## config.mk

```make
export PLATFORM = sky130hd
export DESIGN_NAME = id_stage_pipelined
export DESIGN_NICKNAME = d
export VERILOG_FILES = /design/src/rtl/arm_pkg.sv /design/src/rtl/id_reg_file.sv /design/src/rtl/id_stage_pipelined.sv
export SDC_FILE = /design/constraint.sdc
export NUM_CORES = 2
export LEC_CHECK = 0
export CAP_MARGIN = 30
export CORE_ASPECT_RATIO = 1.25
export CORE_UTILIZATION = 33
export CTS_CLUSTER_SIZE = 40
export DETAILED_ROUTE_END_ITERATION = 8
export GPL_TIMING_DRIVEN = 0
export PLACE_DENSITY = 0.61
export SLEW_MARGIN = 20
export SYNTH_ARGS = -nofsm -noshare
export SYNTH_HDL_FRONTEND = slang
export SYNTH_SLANG_ARGS = --single-unit
```

## constraint.sdc

```tcl
create_clock -name clk -period 2.78 [get_ports clk]
set_clock_uncertainty 0.05 [all_clocks]
set_input_delay 0.556 -clock clk [delete_from_list [all_inputs] [get_ports clk]]
set_output_delay 0.556 -clock clk [all_outputs]
set_load 0.01 [all_outputs]
```

## src/rtl/arm_pkg.sv

```systemverilog
// ARM decode constants, field positions, control bundle type
// and the condition / control decode helpers.
package arm_pkg;

  localparam logic [1:0] MODE_DP  = 2'b00;
  localparam logic [1:0] MODE_MEM = 2'b01;
  localparam logic [1:0] MODE_BR  = 2'b10;

  localparam logic [3:0] OP_MOV = 4'b1101;
  localparam logic [3:0] OP_MVN = 4'b1111;
  localparam logic [3:0] OP_ADD = 4'b0100;
  localparam logic [3:0] OP_ADC = 4'b0101;
  localparam logic [3:0] OP_SUB = 4'b0010;
  localparam logic [3:0] OP_SBC = 4'b0110;
  localparam logic [3:0] OP_AND = 4'b0000;
  localparam logic [3:0] OP_ORR = 4'b1100;
  localparam logic [3:0] OP_EOR = 4'b0001;
  localparam logic [3:0] OP_CMP = 4'b1010;
  localparam logic [3:0] OP_TST = 4'b1000;

  localparam logic [3:0] EXE_MOV = 4'b0001;
  localparam logic [3:0] EXE_MVN = 4'b1001;
  localparam logic [3:0] EXE_ADD = 4'b0010;
  localparam logic [3:0] EXE_ADC = 4'b0011;
  localparam logic [3:0] EXE_SUB = 4'b0100;
  localparam logic [3:0] EXE_SBC = 4'b0101;
  localparam logic [3:0] EXE_AND = 4'b0110;
  localparam logic [3:0] EXE_ORR = 4'b0111;
  localparam logic [3:0] EXE_EOR = 4'b1000;

  localparam logic [3:0] CC_EQ = 4'b0000;
  localparam logic [3:0] CC_NE = 4'b0001;
  localparam logic [3:0] CC_CS = 4'b0010;
  localparam logic [3:0] CC_CC = 4'b0011;
  localparam logic [3:0] CC_MI = 4'b0100;
  localparam logic [3:0] CC_PL = 4'b0101;
  localparam logic [3:0] CC_VS = 4'b0110;
  localparam logic [3:0] CC_VC = 4'b0111;
  localparam logic [3:0] CC_HI = 4'b1000;
  localparam logic [3:0] CC_LS = 4'b1001;
  localparam logic [3:0] CC_GE = 4'b1010;
  localparam logic [3:0] CC_LT = 4'b1011;
  localparam logic [3:0] CC_GT = 4'b1100;
  localparam logic [3:0] CC_LE = 4'b1101;
  localparam logic [3:0] CC_AL = 4'b1110;

  localparam int COND_LO = 28;
  localparam int MODE_LO = 26;
  localparam int I_BIT   = 25;
  localparam int OP_LO   = 21;
  localparam int S_BIT   = 20;
  localparam int RN_LO   = 16;
  localparam int RD_LO   = 12;
  localparam int RM_LO   = 0;

  typedef struct packed {
    logic [3:0] exec_cmd;
    logic       mem_r;
    logic       mem_w;
    logic       wb;
    logic       branch;
    logic       status_en;
  } ctrl_t;

  // nzcv = {N, Z, C, V}; code 1111 never passes
  function automatic logic cond_pass(
    input logic [3:0] cc,
    input logic [3:0] nzcv
  );
    logic n, z, c, v;
    logic r;
    {n, z, c, v} = nzcv;
    r = 1'b0;
    case (cc)
      CC_EQ:   r = z;
      CC_NE:   r = ~z;
      CC_CS:   r = c;
      CC_CC:   r = ~c;
      CC_MI:   r = n;
      CC_PL:   r = ~n;
      CC_VS:   r = v;
      CC_VC:   r = ~v;
      CC_HI:   r = c & ~z;
      CC_LS:   r = ~c | z;
      CC_GE:   r = (n == v);
      CC_LT:   r = (n != v);
      CC_GT:   r = ~z & (n == v);
      CC_LE:   r = z | (n != v);
      CC_AL:   r = 1'b1;
      default: r = 1'b0;
    endcase
    return r;
  endfunction

  function automatic ctrl_t dp_decode(
    input logic [3:0] op,
    input logic       s
  );
    ctrl_t c;
    c = '0;
    c.wb = 1'b1;
    c.status_en = s;
    case (op)
      OP_MOV:  c.exec_cmd = EXE_MOV;
      OP_MVN:  c.exec_cmd = EXE_MVN;
      OP_ADD:  c.exec_cmd = EXE_ADD;
      OP_ADC:  c.exec_cmd = EXE_ADC;
      OP_SUB:  c.exec_cmd = EXE_SUB;
      OP_SBC:  c.exec_cmd = EXE_SBC;
      OP_AND:  c.exec_cmd = EXE_AND;
      OP_ORR:  c.exec_cmd = EXE_ORR;
      OP_EOR:  c.exec_cmd = EXE_EOR;
      OP_CMP: begin
        c.exec_cmd = EXE_SUB;
        c.wb = 1'b0;
      end
      OP_TST: begin
        c.exec_cmd = EXE_AND;
        c.wb = 1'b0;
      end
      default: c = '0;
    endcase
    return c;
  endfunction

  function automatic ctrl_t ctrl_decode(
    input logic [1:0] mode,
    input logic [3:0] op,
    input logic       s
  );
    ctrl_t c;
    c = '0;
    unique case (1'b1)
      (mode == MODE_DP): c = dp_decode(op, s);
      (mode == MODE_MEM): begin
        c.exec_cmd = EXE_ADD;
        c.mem_r = s;
        c.wb = s;
        c.mem_w = ~s;
      end
      (mode == MODE_BR): c.branch = 1'b1;
      default: c = '0;
    endcase
    return c;
  endfunction

endpackage

```

## src/rtl/id_reg_file.sv

```systemverilog
// Register file: sync clear, bounded writes, two comb reads.
// RF_BYPASS_EN selects write-through forwarding on reads.
module id_reg_file #(
  parameter int DATA_W    = 32,
  parameter int REG_COUNT = 16,
  parameter int RF_ADDR_W = 4
) (
  input  logic                 clk_i,
  input  logic                 rst_i,
  input  logic                 we_i,
  input  logic [RF_ADDR_W-1:0] waddr_i,
  input  logic [DATA_W-1:0]    wdata_i,
  input  logic [RF_ADDR_W-1:0] raddr_a_i,
  input  logic [RF_ADDR_W-1:0] raddr_b_i,
  output logic [DATA_W-1:0]    rdata_a_o,
  output logic [DATA_W-1:0]    rdata_b_o
);

  localparam logic [RF_ADDR_W:0] CNT =
    (RF_ADDR_W+1)'(REG_COUNT);

  logic [DATA_W-1:0] rf_q [REG_COUNT];

  function automatic logic in_rng(
    input logic [RF_ADDR_W-1:0] a
  );
    return {1'b0, a} < CNT;
  endfunction

  function automatic logic [DATA_W-1:0] rd(
    input logic [RF_ADDR_W-1:0] a
  );
    logic [DATA_W-1:0] v;
    v = '0;
    if (in_rng(a)) v = rf_q[a];
`ifdef RF_BYPASS_EN
    if (we_i && in_rng(waddr_i) && waddr_i == a)
      v = wdata_i;
`endif
    return v;
  endfunction

  // clear on reset, otherwise write in-range addresses
  always_ff @(posedge clk_i) begin
    if (rst_i) begin
      for (int i = 0; i < REG_COUNT; i++)
        rf_q[i] <= '0;
    end else if (we_i && in_rng(waddr_i)) begin
      rf_q[waddr_i] <= wdata_i;
    end
  end

  // combinational read ports
  always_comb begin
    rdata_a_o = rd(raddr_a_i);
    rdata_b_o = rd(raddr_b_i);
  end

endmodule

```

## src/rtl/id_stage_pipelined.sv

```systemverilog
// ARM decode stage with built-in ID/EX register.
// Optional macro RF_BYPASS_EN: register file write-through.
module id_stage_pipelined
  import arm_pkg::*;
#(
  parameter int DATA_W    = 32,
  parameter int ADDR_W    = 32,
  parameter int REG_COUNT = 16,
  parameter int RF_ADDR_W = 4
) (
  input  logic                 clk,
  input  logic                 rst,
  input  logic                 in_valid,
  input  logic [ADDR_W-1:0]    pc_in,
  input  logic [31:0]          instruction,
  input  logic [3:0]           status_reg,
  input  logic                 hazard,
  input  logic                 stall,
  input  logic                 flush,
  input  logic                 wb_en,
  input  logic [RF_ADDR_W-1:0] wb_dest,
  input  logic [DATA_W-1:0]    wb_value,
  output logic [RF_ADDR_W-1:0] src_1,
  output logic [RF_ADDR_W-1:0] src_2,
  output logic                 two_src,
  output logic                 out_valid,
  output logic [3:0]           exec_cmd,
  output logic                 mem_r_en,
  output logic                 mem_w_en,
  output logic                 wb_en_out,
  output logic                 branch_taken,
  output logic                 status_en,
  output logic [DATA_W-1:0]    val_rn,
  output logic [DATA_W-1:0]    val_rm,
  output logic                 imm,
  output logic [11:0]          shift_operand,
  output logic [23:0]          signed_imm_24,
  output logic [RF_ADDR_W-1:0] dest,
  output logic [ADDR_W-1:0]    pc_out
);

  logic [3:0] cond_w, op_w;
  logic [1:0] mode_w;
  logic       i_w, s_w, store_w, kill_w;
  logic [RF_ADDR_W-1:0] rn_w, rd_w, rm_w;
  logic [DATA_W-1:0] rn_val_w, rm_val_w;
  ctrl_t ctrl_d;

  assign cond_w = instruction[COND_LO +: 4];
  assign mode_w = instruction[MODE_LO +: 2];
  assign i_w    = instruction[I_BIT];
  assign op_w   = instruction[OP_LO +: 4];
  assign s_w    = instruction[S_BIT];
  assign rn_w   = RF_ADDR_W'(instruction[RN_LO +: 4]);
  assign rd_w   = RF_ADDR_W'(instruction[RD_LO +: 4]);
  assign rm_w   = RF_ADDR_W'(instruction[RM_LO +: 4]);

  assign store_w = (mode_w == MODE_MEM) & ~s_w;
  assign src_1   = rn_w;
  assign src_2   = store_w ? rd_w : rm_w;
  assign two_src = ~i_w | store_w;

  assign ctrl_d = ctrl_decode(mode_w, op_w, s_w);
  assign kill_w = ~in_valid | hazard
                | ~cond_pass(cond_w, status_reg);

  id_reg_file #(
    .DATA_W   (DATA_W),
    .REG_COUNT(REG_COUNT),
    .RF_ADDR_W(RF_ADDR_W)
  ) u_rf (
    .clk_i    (clk),
    .rst_i    (rst),
    .we_i     (wb_en),
    .waddr_i  (wb_dest),
    .wdata_i  (wb_value),
    .raddr_a_i(src_1),
    .raddr_b_i(src_2),
    .rdata_a_o(rn_val_w),
    .rdata_b_o(rm_val_w)
  );

  logic                 valid_q;
  ctrl_t                ctrl_q;
  logic [DATA_W-1:0]    rn_q, rm_q;
  logic                 imm_q;
  logic [11:0]          sh_q;
  logic [23:0]          simm_q;
  logic [RF_ADDR_W-1:0] dest_q;
  logic [ADDR_W-1:0]    pc_q;

  // ID/EX register: rst > flush > stall > load
  always_ff @(posedge clk) begin
    if (rst || flush) begin
      valid_q <= 1'b0;
      ctrl_q  <= '0;
      rn_q    <= '0;
      rm_q    <= '0;
      imm_q   <= 1'b0;
      sh_q    <= '0;
      simm_q  <= '0;
      dest_q  <= '0;
      pc_q    <= '0;
    end else if (!stall) begin
      valid_q <= ~kill_w;
      ctrl_q  <= kill_w ? '0 : ctrl_d;
      rn_q    <= rn_val_w;
      rm_q    <= rm_val_w;
      imm_q   <= i_w;
      sh_q    <= instruction[11:0];
      simm_q  <= instruction[23:0];
      dest_q  <= rd_w;
      pc_q    <= pc_in;
    end
  end

  assign out_valid     = valid_q;
  assign exec_cmd      = ctrl_q.exec_cmd;
  assign mem_r_en      = ctrl_q.mem_r;
  assign mem_w_en      = ctrl_q.mem_w;
  assign wb_en_out     = ctrl_q.wb;
  assign branch_taken  = ctrl_q.branch;
  assign status_en     = ctrl_q.status_en;
  assign val_rn        = rn_q;
  assign val_rm        = rm_q;
  assign imm           = imm_q;
  assign shift_operand = sh_q;
  assign signed_imm_24 = simm_q;
  assign dest          = dest_q;
  assign pc_out        = pc_q;

endmodule

```

==> results.py <==
metrics = {
    "finish": {
        "final-instance-count-excl-fill": 4287,
        "area_growth_pct": 21.92,
        "drive_gt1_share_pct": 15.91,
        "final_nets": 3043,
        "final_area_um2": 39890,
    },
    "sta": {
        "maxSlewHeadroom_pct": 33.59,
        "finalSetupViolCount": 3,
        "tightest_slew_ps": 996.1,
        "period_share_pct": 101.3,
        "clock.fmax_mhz": 355.2,
        "hold_violations": 0,
        "rsz0062_at_grt": "yes",
        "min_period_ps": 2815,
        "drv_slew": 0,
        "setup_slack_ps": -35.45,
    },
    "clock_tree": {
        "cts_sinks": 643,
        "cts.htree.levels": 3,
        "path_clk_slew_ps": 70,
        "cts_tree": "yes",
        "clockRootBuffer": "clkbuf_16",
        "numCtsBuffers": 70,
        "clk_latency_ps": 640,
        "clockBufferDepth": 3,
    },
    "worst_setup_path": {
        "crit_fanout": 10,
        "criticalPathCategory": "in -> reg",
        "cp-end-kind": "register",
        "timing.rr.start": "u_rf.rf_q[14][21]$_SDFFCE_PN0P_",
        "rrSetupSlack_ps": 510,
        "cp_data_required_time_ps": 3210,
        "critPathLaunch": "instruction[17]",
        "crit_arrival_ps": 3240,
        "crit_path_start_kind": "primary input",
    },
    "floorplanning": {
        "chipHeight_um": 354.0,
        "pin_count": 267,
        "initial_core_util_pct": 33.43,
        "row_count": 128,
        "core_area_um2": 97850,
        "dieArea_um2": 100400,
        "die_w_um": 283.6,
    },
    "pwr": {
        "p_per_area_nw_per_um2": 600.0,
        "ir_drop_mv": 0.4585,
        "power.total_mw": 23.93,
        "leakagePower_nw": 14.04,
    },
    "yosys": {
        "ys_seq_area_share_pct": 55.01,
        "netlist.area_leader.share_pct": 47.00,
        "yosys-top-cells-area": "edfxtp_1 (47%), mux4_2 (13%), and2_1 (9.8%)",
        "synth_cell_types": 50,
        "async_reset_ff_share_pct": 0,
        "synth_area_um2": 32710,
        "synth_common_cells": "and2_1 (514), edfxtp_1 (512), mux4_2 (192)",
        "synth-main-ff-cell": "edfxtp_1",
        "syn_avg_cell_area_um2": 12.68,
        "synth-edff-count": 512,
        "ys_seq_elements": 643,
        "synth.most_common_cell": "and2_1",
        "synth_top_area_cell": "edfxtp_1",
        "syn_inst": 2579,
        "synthesis.nets": 2690,
        "synth_warnings": 0,
    },
    "outcome": {
        "violations": "negative setup slack",
        "status": "finished, violations left",
    },
    "run": {
        "maxCapViolCount": 0,
    },
    "global_routing": {
        "antenna_found_initial": 1,
        "grt_overflow": 0,
        "grt_max_degree": 33,
        "grt_use_total_pct": 24.26,
        "grt_pass1_wl_um": 173700,
        "first_global_vias": 23992,
    },
    "detailed_routing": {
        "wl_per_cell_um": 29.04,
        "drtIter0Drc": 2790,
        "dr.pass1.iters": 5,
        "drc": 0,
        "vias": 24704,
        "routed_wl_um": 124500,
        "vias_per_cell": 5.763,
        "drtAntennaViolNets": 0,
    },
    "placed_design": {
        "place.port_buffers": 256,
        "dpl.cell_count": 4152,
        "placed_area_um2": 37180,
        "place_hpwl_um": 92510,
        "pre_cts_ws_ps": -1683,
        "place_congestion": 0.9906,
    },
    "min_path": {
        "hp-start": "instruction[26]",
        "hold_path.class": "in -> reg",
    },
}
logic make-up (layout without fill, tap and decap cells):
group	after synthesis	count (layout)	synth area share, %
flip-flops	643	643	55.01
buffers and inverters	281	688	3.763
AND/OR/NAND/NOR	824	824	13.80
AO/OA/AOI/OAI	542	542	11.20
other	0	1	0
multiplexers	286	286	16.14
XOR/XNOR	3	3	0.08033
sequential cells by signal (all words and copies together), names as in the netlist, 4 cells and up:
name and flops:
exec_cmd 4, pc_out 32, shift_operand 11, signed_imm_24 13, u_rf.rf_q 512, val_rn 32
val_rm 32
path summary, 6_finish.rpt:
kind	to	depth (start not counted)
hold reg to reg	wb_en_out$_SDFFE_PP0N_	2
setup reg to reg	val_rn[21]$_SDFFE_PP0N_	4
hold / removal	branch_taken$_SDFFE_PP0N_	2
setup / recovery	val_rn[1]$_SDFFE_PP0N_	6
metrics by stage:
step,hold slack (ps),TNS (ps),utilization [%]
floorplan,430.7,0,-
global placement,385.3,-701580,37.71
detailed placement,392.3,-666400,37.99
CTS,147.6,-145.0,40.68
global route,199.1,-32.01,40.76
finish,167.7,-64.82,40.76
worst max-delay path, cell delays in order:
cell and delay (ps):
clkbuf_2 440, clkbuf_2 450, clkbuf_1 660, mux4_2 440
a221oi_2 520, o22ai_1 150
layout make-up:
class	instances	area (um2)
diodes	1	2.502
plain buffers	269	1330
clock buffers	92	1874
clock inverters	34	350.3
fillers	9269	57970
inverters	10	40.04
multi-input cells	1655	13750
flip-flops and latches	643	18000
well taps	1300	1627
repair buffers	283	2913
metal layers:
metal / wire [um] / GRT usage [%] / up-vias / share of wire (%)
met5: 13 / 0 / - / 0.010
met4: 9018 / 15.95 / 2 / 7.2
met3: 11160 / 3.776 / 316 / 9.0
met2: 58500 / 39.54 / 1588 / 47
met1: 45810 / 29.89 / 12363 / 37
li1: - / - / 10435 / -
cells in the final DEF, fill, tap and decap left out, drive strengths merged, types with 17 or more instances in the layout:
cell	Yosys	routed
inv	10	18
nor2	77	77
mux4	192	192
and2	514	514
o22ai	64	64
o211ai	33	33
dfxtp	131	131
clkdlybuf4s50	0	249
edfxtp	512	512
nand2	180	180
clkinv	0	20
a22oi	32	32
mux2i	94	94
clkbuf	181	271
a21o	64	64
a221o	32	32
a21oi	168	168
a221oi	64	64
a22o	32	32
or2	17	17
o21ai	43	43
buf	90	121
timing repair:
| action | 4_1_cts | 5_1_grt |
|---|---|---|
| hold buffers | 0 | 0 |
| pin swaps | 1 | 1 |
| buffers inserted | 5 | 2 |
| gates resized for setup | 118 | 31 |
| cloned | 0 | 0 |
| setup endpoints to repair | 422 | 520 |
report_power, final:
part           internal, mW  leakage [nW]  total, mW  switching [mW]
sequential             10.9          5.95       11.3           0.351
combinational          1.35          7.00       3.27            1.93
clock                  5.27          1.09       9.41            4.14
total                  17.5          14.0       23.9            6.41
(Power assumes the default switching activity.)
